File: src/rtl/axis_egress_port_demux.sv
// axis_egress_port_demux
//
// Routes each packet of a single merged AXI-Stream to one of
// NUM_OF_EGRESS_PORTS egress streams. The destination is the port_id field in
// s_tuser[PORT_ID_W-1:0] of the packet's first beat; the full header tuser
// (VLAN id included) is replayed on every beat of the packet at the output.
// Packets are never split across ports. Packets whose port_id names a port
// that does not exist are consumed and discarded.
//
// Optional feature: define AXIS_EGRESS_DEMUX_DROP_CNT_EN to add a 16-bit
// saturating counter of discarded packets on port drop_cnt.
//
// Ports
//   clk, rst_n            clock, synchronous active-low reset
//   s_tvalid/s_tready     merged input stream handshake
//   s_tdata/s_tkeep       input payload and byte enables
//   s_tlast/s_tuser       end of packet, {vlan_id, port_id} header
//   m_tvalid/m_tready     per-port output handshake (one bit per port)
//   m_tdata/m_tkeep       per-port payload, port p at [p*W +: W]
//   m_tlast/m_tuser       per-port end of packet and latched header tuser
//   drop_cnt              discarded packet count (macro builds only)

module axis_egress_port_demux #(
  parameter int DATA_SIZE           = 32,
  parameter int USER_SIZE           = 16,
  parameter int NUM_OF_EGRESS_PORTS = 3,
  parameter int PORT_ID_W           = 2
) (
  input  logic                                     clk,
  input  logic                                     rst_n,
  input  logic                                     s_tvalid,
  output logic                                     s_tready,
  input  logic [DATA_SIZE-1:0]                     s_tdata,
  input  logic [DATA_SIZE/8-1:0]                   s_tkeep,
  input  logic                                     s_tlast,
  input  logic [USER_SIZE-1:0]                     s_tuser,
  output logic [NUM_OF_EGRESS_PORTS-1:0]           m_tvalid,
  input  logic [NUM_OF_EGRESS_PORTS-1:0]           m_tready,
  output logic [NUM_OF_EGRESS_PORTS*DATA_SIZE-1:0] m_tdata,
  output logic [NUM_OF_EGRESS_PORTS*(DATA_SIZE/8)-1:0] m_tkeep,
  output logic [NUM_OF_EGRESS_PORTS-1:0]           m_tlast,
  output logic [NUM_OF_EGRESS_PORTS*USER_SIZE-1:0] m_tuser
`ifdef AXIS_EGRESS_DEMUX_DROP_CNT_EN
  ,
  output logic [15:0]                              drop_cnt
`endif
);

  localparam int KEEP_W = DATA_SIZE / 8;
  localparam int NP     = NUM_OF_EGRESS_PORTS;
  localparam logic [PORT_ID_W:0] NUM_PORTS_L = (PORT_ID_W + 1)'(NUM_OF_EGRESS_PORTS);

  typedef enum logic [1:0] {
    IDLE,
    FWD,
    DROP
  } state_t;

  state_t                  state_q, state_d;
  logic [USER_SIZE-1:0]    hdr_q, hdr_d;
  logic [PORT_ID_W-1:0]    sel_q, sel_d;

  logic [NP-1:0]           mTvalid_q;
  logic [NP*DATA_SIZE-1:0] mTdata_q;
  logic [NP*KEEP_W-1:0]    mTkeep_q;
  logic [NP-1:0]           mTlast_q;
  logic [NP*USER_SIZE-1:0] mTuser_q;

  logic sTready;
  logic selReady;
  logic accept;
  logic fwdAccept;

  // The selected output register can take a beat when it is empty or is
  // being drained this cycle, which gives full throughput with no skid buffer.
  always_comb begin
    selReady = 1'b0;
    for (int p = 0; p < NP; p++) begin
      if (sel_q == PORT_ID_W'(p)) begin
        selReady = ~mTvalid_q[p] | m_tready[p];
      end
    end
  end

  always_ff @(posedge clk) begin
    if (!rst_n) begin
      state_q <= IDLE;
      hdr_q   <= '0;
      sel_q   <= '0;
    end else begin
      state_q <= state_d;
      hdr_q   <= hdr_d;
      sel_q   <= sel_d;
    end
  end

  // IDLE only peeks at the header beat without consuming it; the beat itself
  // is taken in FWD or DROP on the following cycle.
  always_comb begin
    state_d = state_q;
    hdr_d   = hdr_q;
    sel_d   = sel_q;
    sTready = 1'b0;
    case (state_q)
      IDLE: begin
        if (s_tvalid) begin
          hdr_d   = s_tuser;
          sel_d   = s_tuser[PORT_ID_W-1:0];
          state_d = ({1'b0, s_tuser[PORT_ID_W-1:0]} < NUM_PORTS_L) ? FWD : DROP;
        end
      end
      FWD: begin
        sTready = selReady;
        if (s_tvalid && selReady && s_tlast) begin
          state_d = IDLE;
        end
      end
      DROP: begin
        sTready = 1'b1;
        if (s_tvalid && s_tlast) begin
          state_d = IDLE;
        end
      end
      default: begin
        state_d = IDLE;
      end
    endcase
  end

  assign s_tready  = sTready;
  assign accept    = s_tvalid & sTready;
  assign fwdAccept = accept && (state_q == FWD);

  // A load wins over a drain, so a simultaneous load and drain keeps valid
  // high with the new beat. Unselected ports keep draining on their own.
  always_ff @(posedge clk) begin
    if (!rst_n) begin
      mTvalid_q <= '0;
      mTdata_q  <= '0;
      mTkeep_q  <= '0;
      mTlast_q  <= '0;
      mTuser_q  <= '0;
    end else begin
      for (int p = 0; p < NP; p++) begin
        if (fwdAccept && (sel_q == PORT_ID_W'(p))) begin
          mTvalid_q[p]                         <= 1'b1;
          mTdata_q[p*DATA_SIZE +: DATA_SIZE]   <= s_tdata;
          mTkeep_q[p*KEEP_W +: KEEP_W]         <= s_tkeep;
          mTlast_q[p]                          <= s_tlast;
          mTuser_q[p*USER_SIZE +: USER_SIZE]   <= hdr_q;
        end else if (m_tready[p]) begin
          mTvalid_q[p] <= 1'b0;
        end
      end
    end
  end

  assign m_tvalid = mTvalid_q;
  assign m_tdata  = mTdata_q;
  assign m_tkeep  = mTkeep_q;
  assign m_tlast  = mTlast_q;
  assign m_tuser  = mTuser_q;

`ifdef AXIS_EGRESS_DEMUX_DROP_CNT_EN
  logic [15:0] dropCnt_q;

  // Counts once per discarded packet, on its last beat; holds at all-ones.
  always_ff @(posedge clk) begin
    if (!rst_n) begin
      dropCnt_q <= '0;
    end else if (accept && (state_q == DROP) && s_tlast && (dropCnt_q != 16'hFFFF)) begin
      dropCnt_q <= dropCnt_q + 16'd1;
    end
  end

  assign drop_cnt = dropCnt_q;
`endif

endmodule
File: config.mk
export PLATFORM = sky130hd
export DESIGN_NAME = axis_egress_port_demux
export DESIGN_NICKNAME = d
export VERILOG_FILES = /design/src/rtl/axis_egress_port_demux.sv
export SDC_FILE = /design/constraint.sdc
export NUM_CORES = 1
export LEC_CHECK = 0
export BUFFER_PORTS_ARGS = -buffer_cell sky130_fd_sc_hd__buf_2
export CORE_MARGIN = 10
export CORE_UTILIZATION = 50
export DETAILED_ROUTE_END_ITERATION = 10
export PLACE_DENSITY_LB_ADDON = 0.2
export SLEW_MARGIN = 0
export SYNTH_ARGS = -nofsm -noshare
export SYNTH_HDL_FRONTEND = slang
export SYNTH_SLANG_ARGS = --single-unit
File: constraint.sdc
create_clock -name clk -period 2.4 [get_ports clk]
set_clock_uncertainty 0.15 [all_clocks]
set_input_delay 0.12 -clock clk [delete_from_list [all_inputs] [get_ports clk]]
set_output_delay 0.12 -clock clk [all_outputs]
set_load 0.02 [all_outputs]
======== After elaboration in Yosys (flattened, before gate mapping) ========
Cells that the tools add are included.
operators by class
  shift-type cells ........................ 0
  div/mod/pow operators ................... 0
  equal/unequal tests ..................... 7
  reductions and logical operators ........ 14
  muxes and demuxes ....................... 15
  bitwise logic cells ..................... 7
  $add $sub $neg .......................... 0
  magnitude comparators ................... 1
  $mul .................................... 0
operator list
  cell                                                 count
  two-way mux 1 bit                                    9
  two-way mux 2 bit                                    4
  logical AND 1 bit                                    7
  != test 2 bit, second input constant                 3
  case mux 2 bit (3 select lines)                      1
  nonzero test 2 bit                                   3
  equality test 2 x 1 -> 1 bit, second input constant  2
  equality test 2 bit, second input constant           2
  logical NOT 2 bit                                    2
  inverter 1 bit                                       3
  bitwise OR 1 bit                                     3
  AND reduction 3 bit                                  1
  < comparator 2 bit, second input constant            1
  case mux 1 bit (2 select lines)                      1
  AND reduction 2 bit                                  1
  AND 1 bit                                            1
word-level totals
  register bits after elaboration ......... 182
  output and inout port bits .............. 163
  memory bits (writable) .................. 0
  ROM bits ................................ 0
  bits in latches ......................... 0
  memories ................................ 0

======== Logic depth before layout (Yosys ltp) ========
  word-level depth ........................ 10
  gate-level depth with buffers ........... 8
  gate-level depth less buffers ........... 6

======== Worst setup path after synthesis ========
No wires, ideal clock.
  kind .................................... register -> register
  from .................................... register state_q[0]
  to ...................................... register mTkeep_q[0], in the netlist m_tkeep[0]
  slack ................................... 0.450 ns
  cell stages (with the launch flop) ...... 9
  data required time ...................... 2.176 ns
  setup time .............................. 0.074 ns
  clock period less this slack ............ 1.950 ns
  arrival ................................. 1.726 ns
  path through ............................ dfxtp_1 -> inv_1 -> ha_1 -> nand3_2 -> a2111oi_4 -> buf_6 -> buf_4 -> nand3_1 -> o21ai_0
on the way
  word-level cells in the longest chain between the ends .. 5
  elaborated cells between the ends (all ways) .. 6
  those cells by class .................... 2 x eq/ne; 1 x mux; 1 x bitwise; 2 x reduce/logical
ends and longest elaborated chain
  element                                                              line      text
  start: declaration                                                   59        state_t state_q, state_d;
  start signal: assignment                                             91        state_q <= state_d;
  equality test 2 bit or equality test 2 x 1 -> 1 bit (tied branches)  104, 132
  case mux 1 bit (2 select lines)                                      104       case (state_q)
  AND 1 bit                                                            131       assign accept = s_tvalid & sTready;
  logical AND 1 bit *                                                  132       assign fwdAccept = accept && (state_q == FWD);
  logical AND 1 bit *                                                  145       if (fwdAccept && (sel_q == PORT_ID_W'(p))) begin
  end signal: indexed assignment                                       148       mTkeep_q[p*KEEP_W +: KEEP_W] <= s_tkeep;
  end: declaration                                                     65        logic [NP*KEEP_W-1:0] mTkeep_q;
Mark *: on every way between the ends. The rest lies on a longest branch, timed or not.
A chain may end at the register's enable or synchronous reset.

======== Worst setup path in the final report ========
  from .................................... register state_q[0]
  to ...................................... register mTdata_q[40], in the netlist m_tdata[40]
on the way
  word-level cells in the longest chain between the ends .. 5
  elaborated cells between the ends (all ways) .. 6
  those cells by class .................... 2 x eq/ne; 1 x mux; 1 x bitwise; 2 x reduce/logical
ends and longest elaborated chain
  element                                                              line      text
  equality test 2 bit or equality test 2 x 1 -> 1 bit (tied branches)  104, 132
  case mux 1 bit (2 select lines)                                      104
  AND 1 bit                                                            131
  logical AND 1 bit *                                                  132
  logical AND 1 bit *                                                  145
  end signal: indexed assignment                                       147       mTdata_q[p*DATA_SIZE +: DATA_SIZE] <= s_tdata;
  end: declaration                                                     64        logic [NP*DATA_SIZE-1:0] mTdata_q;
Marked as above.

==> flow_metrics.tcl <==
set metrics [dict create \
    layout.nets 1105 \
    ys_top_cells_by_count "189 x nand2_1, 180 x dfxtp_1, 155 x nand3_1" \
    maxCapViolCount 0 \
    power.switching_w 0.00157 \
    die_x_microns 135 \
    hold_path_class "in2reg" \
    first_iter_violations 516 \
    worstMarginPinSlew_ps 685 \
    tns_ps 0 \
    synth.distinct_cells 31 \
    drtPass1Iterations 5 \
    place_area_sq_um 7800 \
    arrival_ps 2270 \
    wl_per_cell_microns 15.6 \
    place_hpwl_mm 12.7 \
    p_per_area_nw_per_um2 737 \
    grt_pass1_wl_mm 30.2 \
    clock_latency_ps 420 \
    cts_inserted_buffers 17 \
    clk_pin_slew_ps 60 \
    overflow 0 \
    netlist_area_sq_um 6630 \
    yosys_warnings 0 \
    final_layout_size_suffix_gt1_frac 0.253 \
    grt_setup_unrepaired "false" \
    via_per_inst 5.12 \
    ios 222 \
    cts_resized 0 \
    drc 0 \
    drt.antenna.violating_nets 0 \
    cts_tree "yes" \
    io_buffers 221 \
    seq_area_sq_um 3600 \
    stdcell_area_sq_um 8990 \
    drv_slew 0 \
    startpoint_type "register" \
    fillCellCount 1099 \
    antennaDiodeCount 0 \
    grt_max_degree 92 \
    ys_ff_latch 180 \
    fmax_mhz 463 \
    irDropWorstVdd_mv 0.411 \
    cellInternalPower_w 0.00505 \
    num_vias 6299 \
    wl_mm 19.2 \
    pwr-share-seq 0.470 \
    syn_avg_cell_area_sq_um 8.21 \
    max_slew_margin 0.543 \
    yosysMostFrequentCell "nand2_1" \
    setup_viol 0 \
    area.growth.synth_to_final_pct 35.6 \
    power_frac_clock 0.439 \
    end_kind "register" \
    yosys.area.top_type_share 0.543 \
    report.final.hold_viol_count 0 \
    synth_cells 808 \
    cts.sinks 180 \
    multi_input_area_sq_um 2680 \
    synth-main-ff-cell "dfxtp_1" \
    cts-root-buf "clkbuf_16" \
    grt_use_total 0.203 \
    p_sw_frac 0.238 \
    finalCritPeriodShare 0.901 \
    min_period_ps 2160 \
    grt_pass1_vias 5797 \
    comb_power_share 0.090 \
    synthArstFlopShare 0 \
    synth.top_cells.by_area "dfxtp_1 54%, nand3_1 12%, o21ai_0 11%, nand2_1 11%, clkbuf_1 2.7%" \
    synth_nets 870 \
    start_util 0.505 \
    clockBufferDepth 2 \
    power_leakage_nw 3.85 \
    worstSetupPathType "reg2reg" \
    synth_top_area_cell "dfxtp_1" \
    die_h_microns 135 \
    gp_congestion 0.774 \
    core_sq_um 13100 \
    die_area_sq_um 18300 \
    cp_max_fo 66 \
    synth_edf_count 0 \
    cp.required_ps 2510 \
    rows 42 \
    htree_levels 4 \
    antenna_found_initial 0 \
    status "completed" \
    ys_seq_area_frac 0.543 \
]
kinds of logic after synthesis:
kind of cell	Yosys count	synth area share
simple gates	361	0.241
compound gates	186	0.157
flops	180	0.543
buf+inv	78	0.0532
fa+ha+maj	3	0.00566
metal layers:
layer	routed length, microns	global-route usage
met1	8070	0.239
met2	9120	0.331
met3	1620	0.0723
met4	363	0.0807
met5	0	0
cells in the final DEF, fill, tap and decap left out:
cell	synthesis	routed
dlygate4sd3_1	0	57
a211oi_4	0	1
nand3b_1	2	2
and2_1	1	1
clkbuf_16	0	17
o22ai_1	1	1
inv_6	0	1
buf_4	4	5
buf_2	6	220
a211o_2	0	1
a32o_1	1	1
o311ai_0	4	4
and3_1	1	1
clkbuf_8	0	1
nand3_2	1	1
nor2b_1	3	3
buf_8	0	1
a21boi_1	2	2
ha_1	3	3
clkinv_4	0	1
o21ai_0	146	146
dfxtp_1	180	180
clkinvlp_4	0	4
buf_12	0	6
nand3_1	155	155
o21a_1	3	3
a2111oi_4	1	1
o21ai_1	8	8
a21oi_1	1	1
inv_1	5	5
nor2_1	2	2
bufinv_16	0	4
nand2_1	189	189
a21boi_0	17	17
and3b_1	2	2
clkinv_2	0	3
nor3_1	1	1
nand2b_1	4	4
timing repair:
action,CTS,global route
buffers inserted,0,0
hold buffers,57,0
hold endpoints to repair,133,0
path summary, 6_finish.rpt:
path | start | end | slack [ps] | cells after the start
hold reg to reg | m_tuser[16]$_SDFFE_PN0P_ | m_tuser[16]$_SDFFE_PN0P_ | 290 | 2
setup reg to reg | state_q[0]$_SDFFE_PN0P_ | m_tdata[40]$_SDFFE_PN0P_ | 240 | 7
setup / recovery | state_q[0]$_SDFFE_PN0P_ | m_tdata[40]$_SDFFE_PN0P_ | 240 | 7
hold / removal | s_tvalid | state_q[0]$_SDFFE_PN0P_ | 140 | 4
layout make-up:
| class | count | area share |
|---|---|---|
| Sequential cell | 180 | 0.401 |
| Multi-Input combinational cell | 550 | 0.298 |
| Timing Repair Buffer | 289 | 0.205 |
| Clock buffer | 18 | 0.0488 |
| Tap cell | 176 | 0.0245 |
| Clock inverter | 13 | 0.0203 |
| Inverter | 5 | 0.00209 |
critical path: stages, from the launching register on:
cell and delay (ps):
dfxtp_1 380, inv_1 80, ha_1 300, nand3_2 150, a211o_2 310, buf_4 310, nand3_1 180, o21ai_0 130
registers in the layout (all words and copies together) (netlist names):
register,cells
m_tdata,96
m_tuser,48
hdr_q,16
m_tkeep,12
m_tlast,3
m_tvalid,3
state_q,2
through the flow:
| stage | setup WS, ps | utilization | std cells | power (W) | hold WS (ps) |
|---|---|---|---|---|---|
| 2_1_floorplan | 450 | - | 808 | 0.00351 | 100 |
| 6_report | 238 | 0.684 | 1231 | 0.00662 | 140 |
| 5_1_grt | 31.0 | 0.684 | 1231 | 0.00686 | 180 |
| 3_3_place_gp | 328 | 0.594 | 1143 | 0.00370 | 216 |
| 4_1_cts | 243 | 0.684 | 1231 | 0.00666 | 114 |
| 3_5_place_dp | 276 | 0.594 | 1143 | 0.00370 | 223 |
power by group through the flow:
stage               Combinational [W]  Clock (W)  Sequential, W
detailed placement           0.000520          0        0.00318
finish                       0.000599    0.00291        0.00312
CTS                          0.000593    0.00295        0.00311
global route                 0.000668    0.00307        0.00312
floorplan                    0.000301          0        0.00321
global placement             0.000516          0        0.00318
(Power assumes the default switching activity.)
